File: src/rtl/dcm_pkg.sv
`default_nettype none
// ============================================================================
// Module   : dcm_pkg
// Purpose  : Shared limits, defaults and helpers for the dcm_dfs frequency
//            synthesizer (phase-accumulator CLKFX path).
// Contents : MUL_MAX / DIV_MAX / LOCK_MAX limits, DEFAULT_* parameter values,
//            acc_width() returning the accumulator width for a given DIV.
// Revision : 1.0 - initial release
// ============================================================================
package dcm_pkg;

  localparam int MUL_MAX             = 16;
  localparam int DIV_MAX             = 32;
  localparam int LOCK_MAX            = 4095;

  localparam int DEFAULT_DIV         = 5;
  localparam int DEFAULT_MUL         = 2;
  localparam int DEFAULT_LOCK_CYCLES = 16;

  // The accumulator never holds more than DIV-1, but the intermediate sum
  // acc + 2*MUL can reach 2*DIV-1, so the width is sized for 2*DIV.
  function automatic int acc_width(input int div);
    return $clog2(2 * div);
  endfunction

endpackage
`default_nettype wire

File: src/rtl/dfs_phase_acc.sv
`default_nettype none
// ============================================================================
// Module   : dfs_phase_acc
// Purpose  : Bresenham phase accumulator plus the registered toggle flop that
//            forms the CLKFX square wave (rate = xtal * MUL / DIV).
// Ports    : xtal     in  input clock (rising edge)
//            rst      in  synchronous active-high reset
//            enable   in  run the accumulator; when low acc/clkfx/clkfx_en
//                         are held at 0
//            clkfx    out registered square wave
//            clkfx_en out one-cycle pulse in the cycle clkfx becomes 1
// Revision : 1.0 - initial release
// ============================================================================
module dfs_phase_acc
  import dcm_pkg::*;
#(
  parameter int DIV = DEFAULT_DIV,
  parameter int MUL = DEFAULT_MUL
) (
  input  logic xtal,
  input  logic rst,
  input  logic enable,
  output logic clkfx,
  output logic clkfx_en
);

  localparam int AW = acc_width(DIV);
  localparam logic [AW-1:0] STEP  = AW'(2 * MUL);
  localparam logic [AW-1:0] DIV_V = AW'(DIV);

  logic [AW-1:0] acc;
  logic [AW-1:0] sum;
  logic          wrap;

  always_comb begin
    sum  = acc + STEP;
    wrap = (sum >= DIV_V);
  end

  // Every wrap of the accumulator is one half-period of clkfx. clkfx_en is
  // computed from the pre-toggle value so it lines up with the rising edge.
  always_ff @(posedge xtal) begin
    if (rst || !enable) begin
      acc      <= '0;
      clkfx    <= 1'b0;
      clkfx_en <= 1'b0;
    end else if (wrap) begin
      acc      <= sum - DIV_V;
      clkfx    <= ~clkfx;
      clkfx_en <= ~clkfx;
    end else begin
      acc      <= sum;
      clkfx_en <= 1'b0;
    end
  end

endmodule
`default_nettype wire

File: src/rtl/dcm_dfs.sv
`default_nettype none
// ============================================================================
// Module   : dcm_dfs
// Purpose  : Digital frequency synthesizer modelled on the DCM_SP CLKFX path
//            with a single-flop (glitch-free) output and a lock indicator.
//            Output rate = xtal * MUL / DIV, requires 2*MUL <= DIV.
// Ports    : xtal     in  input clock; all logic on its rising edge
//            rst      in  synchronous active-high reset
//            clkfx    out registered square wave at xtal * MUL / DIV
//            clkfx_en out one-cycle pulse on the cycle clkfx goes 0->1
//            locked   out high once LOCK_CYCLES cycles have elapsed
// Macro    : DCM_STARTUP_WAIT_EN - when defined, the accumulator and outputs
//            are held at 0 until locked rises.
// Revision : 1.0 - initial release
// ============================================================================
module dcm_dfs
  import dcm_pkg::*;
#(
  parameter int DIV         = DEFAULT_DIV,
  parameter int MUL         = DEFAULT_MUL,
  parameter int LOCK_CYCLES = DEFAULT_LOCK_CYCLES
) (
  input  logic xtal,
  input  logic rst,
  output logic clkfx,
  output logic clkfx_en,
  output logic locked
);

  generate
    if (DIV < 2 || DIV > DIV_MAX) begin : g_bad_div
      $error("dcm_dfs: DIV=%0d outside 2..%0d", DIV, DIV_MAX);
    end
    if (MUL < 1 || MUL > MUL_MAX) begin : g_bad_mul
      $error("dcm_dfs: MUL=%0d outside 1..%0d", MUL, MUL_MAX);
    end
    if (2 * MUL > DIV) begin : g_bad_ratio
      $error("dcm_dfs: 2*MUL=%0d exceeds DIV=%0d", 2 * MUL, DIV);
    end
    if (LOCK_CYCLES < 1 || LOCK_CYCLES > LOCK_MAX) begin : g_bad_lock
      $error("dcm_dfs: LOCK_CYCLES=%0d outside 1..%0d", LOCK_CYCLES, LOCK_MAX);
    end
  endgenerate

  localparam int LW = $clog2(LOCK_CYCLES + 1);
  localparam logic [LW-1:0] LOCK_V = LW'(LOCK_CYCLES);

  logic [LW-1:0] lock_cnt;
  logic          phase_en;

  // locked compares the pre-increment count, so it rises one cycle after the
  // counter saturates.
  always_ff @(posedge xtal) begin
    if (rst) begin
      lock_cnt <= '0;
      locked   <= 1'b0;
    end else begin
      if (lock_cnt != LOCK_V) begin
        lock_cnt <= lock_cnt + LW'(1);
      end
      locked <= (lock_cnt == LOCK_V);
    end
  end

`ifdef DCM_STARTUP_WAIT_EN
  assign phase_en = locked;
`else
  assign phase_en = 1'b1;
`endif

  dfs_phase_acc #(
    .DIV (DIV),
    .MUL (MUL)
  ) u_phase (
    .xtal     (xtal),
    .rst      (rst),
    .enable   (phase_en),
    .clkfx    (clkfx),
    .clkfx_en (clkfx_en)
  );

endmodule
`default_nettype wire

File: config.mk
export PLATFORM = sky130hd
export DESIGN_NAME = dcm_dfs
export DESIGN_NICKNAME = d
export VERILOG_FILES = /design/src/rtl/dcm_pkg.sv /design/src/rtl/dfs_phase_acc.sv /design/src/rtl/dcm_dfs.sv
export SDC_FILE = /design/constraint.sdc
export NUM_CORES = 1
export LEC_CHECK = 0
export ABC_AREA = 0
export ABC_CLOCK_PERIOD_IN_PS = 1800
export BUFFER_PORTS_ARGS = -buffer_cell sky130_fd_sc_hd__buf_4
export CAP_MARGIN = 20
export CELL_PAD_IN_SITES_DETAIL_PLACEMENT = 0
export CELL_PAD_IN_SITES_GLOBAL_PLACEMENT = 1
export CORE_MARGIN = 2
export CORE_UTILIZATION = 33
export DETAILED_ROUTE_END_ITERATION = 16
export GPL_ROUTABILITY_DRIVEN = 0
export GPL_TIMING_DRIVEN = 0
export MAX_ROUTING_LAYER = met4
export PLACE_DENSITY_LB_ADDON = 0.2
export SETUP_SLACK_MARGIN = 0.3
export SKIP_LAST_GASP = 1
export SYNTH_ARGS = -nofsm -noshare
export SYNTH_HDL_FRONTEND = slang
export SYNTH_SLANG_ARGS = --single-unit
export TNS_END_PERCENT = 1
File: constraint.sdc
create_clock -name xtal -period 1.8 [get_ports xtal]
set_input_delay 0.09 -clock xtal [delete_from_list [all_inputs] [get_ports xtal]]
set_output_delay 0.09 -clock xtal [all_outputs]
set_load 0.05 [all_outputs]
==> results of run 1 <==
## layout by cell type, fill, tap and decap left out
cell type  count
ha_4           1
xor2_1         2
nand2b_4       1
xnor2_1        4
nor2b_1        2
nor3_1         4
o21bai_1       2
nand3_1        2
nor2_1         9
dfxtp_1       12
mux2_2         3
a21oi_4        1
ha_1           4
buf_4          7
mux2i_1        1
clkbuf_8       1
and4bb_4       1
clkbuf_4       3
inv_1          6
## cells in the mapped netlist
library cell	number	area, um^2
a21oi_4	1	16.3
and4bb_4	1	16.3
buf_4	1	7.51
dfxtp_1	12	240
ha_1	5	62.6
inv_1	6	22.5
mux2_2	3	33.8
mux2i_1	1	10.0
nand2b_1	1	6.26
nand3_1	2	10.0
nor2_1	9	33.8
nor2b_1	2	12.5
nor3_1	4	20.0
o21bai_1	2	15.0
xnor2_1	4	35.0
xor2_1	2	17.5
## cell type report
cell class                 count  area (um^2)
inverter                       6         22.5
timing repair buffer           6         45.0
buffer                         1         7.51
sequential                    12          240
fill                         157          861
tap                           16         20.0
clock buffer                   4         36.3
multi-input combinational     37          309
## path summary, 6_finish.rpt
kind	from	endpoint	slack (ps)	cells past startpoint
min	rst	u_phase.clkfx	200	3
max	u_phase.acc[2]	u_phase.acc[1]	430	4
min reg2reg	u_phase.clkfx	u_phase.clkfx_en	480	1
max reg2reg	u_phase.acc[2]	u_phase.acc[1]	430	4
## timing repair
item,in CTS,in global routing
resized for setup,0,2
buffers inserted,0,2
endpoints found under the setup margin,0,3
## where the power goes
group          leakage [nW]  switching, mW  internal (mW)
Combinational         0.166          0.277          0.307
Sequential           0.0989         0.0411          0.330
Clock                0.0210         0.0882          0.123
## sequential cells by signal (all words and copies together) (netlist names)
name and flops:
u_phase.clkfx 1, lock_cnt 5, u_phase.clkfx_en 1, u_phase.acc 4
locked 1
## cell families after synthesis
group	synth area share
and+or+nand+nor	0.177
DFF	0.430
buffers and inverters	0.0537
xor gates and xnor gates	0.0940
adders and majority gates	0.112
muxes	0.0783
AOI/OAI and AO/OA	0.0559
## through the flow
| step | area, um^2 | utilization | cells | power, mW | setup WS (ps) |
|---|---|---|---|---|---|
| 3_5_place_dp | 609 | 0.395 | 76 | 0.846 | 342 |
| 3_3_place_gp | 609 | 0.395 | 76 | 0.844 | 334 |
| 6_report | 681 | 0.442 | 82 | 1.17 | 431 |
| 2_1_floorplan | 559 | - | 56 | 0.757 | 449 |
| 4_1_cts | 646 | 0.419 | 80 | 1.06 | 314 |
| 5_1_grt | 681 | 0.442 | 82 | 1.26 | 332 |
## per-layer routing
| layer | vias up | wire length, um | global-route usage |
|---|---|---|---|
| met4 | 0 | 0 | 0.0706 |
| met2 | 4 | 351 | 0.146 |
| met1 | 173 | 467 | 0.123 |
| li1 | 198 | - | - |
| met3 | 0 | 25 | 0.0480 |
| met5 | - | 0 | - |
## worst max-delay path, cell delays in order, from the launching register on
cell and delay, ps:
dfxtp_1 380, inv_1 90, ha_4 260, a21oi_4 180, mux2_2 350
==> flow_summary_export.csv, run 1 <==
group,metric,value,unit
die,fp.dieArea,2040,um^2
pwr,p_leak,0.286,nW
clocking,htree_levels,1,
pwr,ir_drop,929,uV
logic_synthesis,synth.distinct_cells,16,
sta,max_slew_margin,0.873,
sta,worst-slew-pin-transition,190,ps
sta,finalMaxSlewViolations,0,
place,port_buffers,4,
clocking,ctsHoldBuffers,0,
setup_path,path_max_fanout,5,
logic_synthesis,synth-seq-cells,12,
setup_path,critPathCaptureType,"register",
logic_synthesis,syn-num-nets,63,
routing,via_count,375,
setup_path,startpoint_type,"register",
place,dp_hpwl,593,um
sta,finalSetupTns,0,ps
clocking,tritoncts,"built",
job,maxCapViolCount,0,
clocking,clock_sinks,12,
logic_synthesis,synth_area_per_cell,9.99,um^2
sta,setup_viol,0,
sta,fmax,0.730,GHz
layout,area_delta_synth_final,21.7,%
clocking,clockBufferDepth,2,
clocking,cts_root_buffer,"clkbuf_4",
logic_synthesis,yosysSeqAreaShare,0.430,
grt,grt_pass1_wl,1470,um
logic_synthesis,yosys_warnings,0,
outcome,outcome,"finished, final reports clean",
clocking,worstSkewPairLatency,270,ps
die,rows,14,
grt,grt_max_degree,11,
sta,fin_skew,5.47,ps
sta,rsz0062_at_grt,"no",
pwr,power.density,1710,nW/um^2
routing,vias_per_cell,4.57,
routing,wl,844,um
layout,diodes,0,
layout,drive_gt1_frac,0.273,
routing,wl_per_cell,10.3,um
sta,fin_crit,1370,ps
grt,antenna_found_initial,0,
clocking,cts_made_buffers,3,
grt,grtUsageTotal,0.106,
routing,drc,0,
sta,holdWs,195,ps
layout,nets,74,
logic_synthesis,syn_area,559,um^2
routing,ant_nets,0,
die,ios,5,
die,fp.dieW,45.2,um
routing,drtIter0Drc,2,
logic_synthesis,syn_inst,56,
die,fp.dieH,45.2,um
routing,dr.pass1.iters,2,
grt,grt_pass1_vias,354,
hold_path,hold_path.class,"input port to register",
sta,fin_crit_sh,0.761,
setup_path,critPathRequiredTime,1960,ps
die,start_util,0.363,
grt,grt_overflow,0,
setup_path,critPathArrivalTime,1530,ps
setup_path,path_class,"register to register",
sta,hold_viol_final,0,
die,core,1540,um^2
clocking,path_clk_slew,80,ps
Note: power is estimated with default switching activity, not from simulation.
==> run 2: changes to the inputs <==
- ABC_CLOCK_PERIOD_IN_PS: 1800 -> 1200
- clock period: 1.8 -> 1.2 ns (I/O delays scaled with it)
==> run 2 against run 1 <==
The run now ends with setup timing left. Sequential share of layout area fell by 0.22 points. Sequential power rose by 56%. Critical path depth rose by 1. Setup slack got worse by 570 ps. Clock skew barely moved. Wire length fell by 3.2%. Non-clock buffer count fell by 2. Power rose by 50%. Clock-buffer cell count did not move. Largest cell class unchanged.
==> flow_summary_export.csv, run 2 (synthesis results as in run 1) <==
group,metric,value,unit
outcome,outcome,"finished with violations",
outcome,failed_checks,"setup timing",
die,rows,14,
sta,fin_crit,1340,ps
sta,holdWs,169,ps
die,core,1540,um^2
place,dp_cells,76,
place,dp_hpwl,624,um
clocking,clock_sinks,12,
sta,finalSetupTns,-410,ps
layout,final_area,696,um^2
routing,ant_nets,0,
clocking,worstSkewPairLatency,260,ps
setup_path,critPathCaptureType,"register",
sta,fmax,0.747,GHz
sta,max_slew_margin,0.839,
clocking,cts_root_buffer,"clkbuf_4",
routing,vias_per_cell,4.65,
clocking,path_clk_slew,80,ps
die,fp.dieArea,2040,um^2
clocking,cts_resized,0,
hold_path,hold_path.class,"input port to register",
routing,wl_per_cell,10.2,um
grt,antenna_found_initial,0,
clocking,cts_made_buffers,3,
clocking,postCtsSetupRepairBufs,0,
clocking,tritoncts,"built",
sta,setup_viol,3,
routing,via_count,372,
layout,diodes,0,
place,dp_slack,-138,ps
place,port_buffers,4,
layout,largest_register_ffs,5,
setup_path,critPathArrivalTime,1490,ps
layout,reg_top3,"lock_cnt (5), u_phase.acc (4)",
pwr,ir_drop,1230,uV
clocking,clockBufferDepth,2,
die,fp.dieW,45.2,um
setup_path,critical_path.max_stage_delay,320,ps
setup_path,critPathRequiredTime,1350,ps
grt,grt_pass1_wl,1470,um
layout,instances_no_fill,80,
die,ios,5,
routing,drc,0,
layout,nets,72,
grt,grt_max_degree,11,
layout,finish.utilization,0.451,
setup_path,slowest_stage,"dfxtp_2",
layout,drive_gt1_frac,0.375,
sta,rsz0062_at_grt,"yes",
die,fp.dieH,45.2,um
routing,dr.pass1.iters,2,
setup_path,path_class,"register to register",
routing,drtIter0Drc,2,
layout,area_delta_synth_final,24.4,%
pwr,p_leak,0.285,nW
sta,fin_crit_sh,1.12,
job,maxCapViolCount,0,
layout,multi_input_area,335,um^2
sta,hold_viol_final,0,
setup_path,crit_chain,"inv_2, ha_2, nand2b_4, a21oi_4, mux2_4",
layout,n_fill_cell,153,
layout,top_register,"lock_cnt",
sta,finalMaxSlewViolations,0,
sta,fin_ws,-139,ps
pwr,power,1.75,mW
setup_path,path_max_fanout,5,
pwr,power.density,2520,nW/um^2
sta,fin_skew,5.73,ps
setup_path,startpoint_type,"register",
sta,worst-slew-pin-transition,241,ps
grt,grt_pass1_vias,345,
clocking,htree_levels,1,
setup_path,rrSetupSlack,-140,ps
grt,grtUsageTotal,0.105,
layout,layout_common_cells,"9 x nor2_1, 9 x dfxtp_1, 5 x buf_4",
routing,wl,817,um
grt,grt_overflow,0,
place,place_area,659,um^2
die,start_util,0.363,
layout,ff_latch_area,244,um^2
-- run 2: cell count changes in the layout (fill, tap and decap cells not counted), sizes merged --
| cell | previous run | this run |
|---|---|---|
| buf | 7 | 5 |
-- run 2: worst paths after layout --
| path | from | end | cells after the start |
|---|---|---|---|
| worst max-delay path | u_phase.acc[1] | u_phase.acc[1] | 5 |
| worst min register to register | u_phase.clkfx | u_phase.clkfx_en | 1 |
| worst min-delay path | rst | u_phase.acc[2] | 3 |
| worst max register to register | u_phase.acc[1] | u_phase.acc[1] | 5 |
-- run 2: final cells by class --
cell class                      instances  share of cell area
Inverter                                6              0.0324
Sequential cell                        12               0.351
Timing Repair Buffer                    4              0.0432
Clock buffer                            4              0.0522
Buffer                                  1              0.0108
Tap cell                               16              0.0288
Multi-Input combinational cell         37               0.482
-- run 2: report_power, final --
group	internal, mW	switching, mW
Combinational	0.441	0.420
Clock	0.184	0.128
Sequential	0.504	0.0761
-- run 2: per-layer routing --
metal / vias up / part of all wire / track usage
met5: - / 0 / -
met4: 0 / 0.022 / 0.0529
met3: 2 / 0.040 / 0.0360
met2: 5 / 0.40 / 0.140
met1: 166 / 0.54 / 0.140
li1: 199 / - / -
-- run 2: repair_timing --
item / CTS / global route
endpoints found under the setup margin: 13 / 13
hold buffers: 0 / 0
endpoints found under the hold margin: 0 / 0
cloned: 0 / 0
-- run 2: critical path: cells and delay by family (launching register included) --
kind | cells | cell delay (ps)
and+or+nand+nor | 1 | 60
DFF | 1 | 320
adders and majority gates | 1 | 210
AOI/OAI and AO/OA | 1 | 230
muxes | 1 | 320
buffers and inverters | 1 | 80
==> run 3: changes to the inputs <==
- RECOVER_POWER: default -> 50
==> run 3 against run 2 <==
The run still ends with setup timing left. Sequential power barely moved. Sequential cell count did not move. Core utilization fell by 0.73 points. Hold slack barely moved. Via count fell by 0.54%. Clock power barely moved. Clock-buffer cell count did not move. Combinational power fell by 2%. Global-route usage did not move. Fmax barely moved. Critical path depth did not move. Critical path type unchanged.
==> flow_summary_export.csv, run 3 (synthesis results as in run 1) <==
group,metric,value,unit
sta,setup_viol,4,
routing,dr.pass1.iters,2,
sta,finalMaxSlewViolations,0,
setup_path,startpoint_type,"register",
clocking,tritoncts,"built",
die,rows,14,
grt,grt_max_degree,11,
sta,worst-slew-pin-transition,279,ps
setup_path,critPathArrivalTime,1490,ps
clocking,ctsHoldBuffers,0,
sta,fin_skew,5.63,ps
place,dp_hpwl,624,um
layout,top_register,"lock_cnt",
layout,nets,72,
sta,max_slew_margin,0.815,
clocking,cts_root_buffer,"clkbuf_4",
hold_path,hold_path.class,"input port to register",
layout,largest_register_ffs,5,
die,fp.dieH,45.2,um
place,dp_cells,76,
layout,layout_common_cells,"9 x nor2_1, 9 x dfxtp_1, 4 x nor3_1, 4 x xnor2_1",
pwr,power,1.73,mW
clocking,clockBufferDepth,2,
pwr,power.density,2530,nW/um^2
die,ios,5,
routing,vias_per_cell,4.63,
setup_path,crit_chain,"inv_2, ha_2, nand2b_4, a21oi_4, mux2_4",
layout,multi_input_area,332,um^2
die,fp.dieW,45.2,um
routing,wl_per_cell,10.2,um
job,maxCapViolCount,0,
layout,ff_latch_area,244,um^2
sta,finalSetupTns,-446,ps
grt,grt_pass1_vias,345,
layout,final_area,684,um^2
sta,hold_viol_final,0,
clocking,worstSkewPairLatency,260,ps
setup_path,path_max_fanout,5,
grt,gr-max-usage-layer,"met1",
place,place_area,659,um^2
outcome,outcome,"finished with violations",
grt,grt_overflow,0,
clocking,postCtsSetupRepairBufs,0,
pwr,ir_drop,1200,uV
setup_path,slowest_stage,"dfxtp_2",
place,port_buffers,4,
layout,drive_gt1_frac,0.359,
layout,reg_top3,"lock_cnt (5), u_phase.acc (4)",
sta,fmax,0.747,GHz
sta,rsz0062_at_grt,"yes",
setup_path,reg2reg_to,"u_phase.acc[1]",
clocking,cts_resized,0,
die,fp.dieArea,2040,um^2
sta,fin_crit_sh,1.12,
die,start_util,0.363,
pwr,p_leak,0.285,nW
setup_path,worst_r2r_startpoint,"u_phase.acc[1]",
grt,grtUsageTotal,0.105,
clocking,clock_sinks,12,
grt,grt_pass1_wl,1470,um
grt,grt.met3_usage,0.0360,
sta,fin_ws,-139,ps
routing,wl,812,um
grt,antenna_found_initial,0,
setup_path,path_class,"register to register",
layout,diodes,0,
setup_path,critical_path.max_stage_delay,320,ps
grt,use_met1,0.140,
hold_path,hold_path.startpoint,"rst",
setup_path,critPathRequiredTime,1350,ps
clocking,htree_levels,1,
layout,n_fill_cell,153,
layout,area_delta_synth_final,22.4,%
sta,fin_crit,1340,ps
layout,instances_no_fill,80,
setup_path,ff2ff_path_depth,5,
routing,drtIter0Drc,4,
routing,via_count,370,
die,core,1540,um^2
routing,ant_nets,0,
outcome,failed_checks,"setup timing",
setup_path,rrSetupSlack,-140,ps
clocking,cts_made_buffers,3,
grt,use_met2,0.140,
hold_path,min_to,"u_phase.acc[2]",
routing,drc,0,
clocking,path_clk_slew,80,ps
hold_path,hold_depth,3,
setup_path,critPathCaptureType,"register",
[run 3: power breakdown]
part / switching (mW) / internal [mW] / total, mW
clock network: 0.128 / 0.184 / 0.312
logic: 0.420 / 0.422 / 0.842
registers: 0.0752 / 0.504 / 0.579
[run 3: routing by layer]
| metal | vias to the layer above | routed length [um] | part of all wire |
|---|---|---|---|
| met5 | - | 0 | 0 |
| met4 | 0 | 18 | 0.022 |
| li1 | 199 | - | - |
| met3 | 2 | 32 | 0.039 |
| met1 | 164 | 440 | 0.54 |
| met2 | 5 | 321 | 0.40 |
[run 3: worst max-delay path by stage]
stage,from,to,slack (ps),cells past startpoint
final,u_phase.acc[1],u_phase.acc[1],-140,5
after global routing,u_phase.acc[1],u_phase.clkfx,-210,5
after CTS,u_phase.acc[1],u_phase.acc[1],-150,5
after detailed placement,u_phase.acc[1],u_phase.acc[1],-140,5
after global placement,u_phase.acc[1],u_phase.acc[0],-130,5
after floorplan,u_phase.acc[1],u_phase.acc[0],-50,5
[run 3: area by class of cell]
cell class,count,share of cell area
multi-input cells,37,0.484
flip-flops and latches,12,0.356
clock buffers,4,0.0530
repair buffers,4,0.0329
inverters,6,0.0329
well taps,16,0.0293
plain buffers,1,0.0110
[run 3: worst max-delay path, delay by kind of cell (launching register included)]
family          cells  cell delay (ps)
flops               1              320
simple gates        1               60
compound gates      1              230
buf+inv             1               80
fa+ha+maj           1              210
mux                 1              320
[run 3: metrics by stage]
step / setup slack, ps / hold WS [ps] / util
6_report: -139 / 169 / 0.444
5_1_grt: -207 / 181 / 0.444
3_5_place_dp: -138 / 447 / 0.428
2_1_floorplan: -49.4 / 273 / -
3_3_place_gp: -131 / 435 / 0.428
4_1_cts: -150 / 172 / 0.451
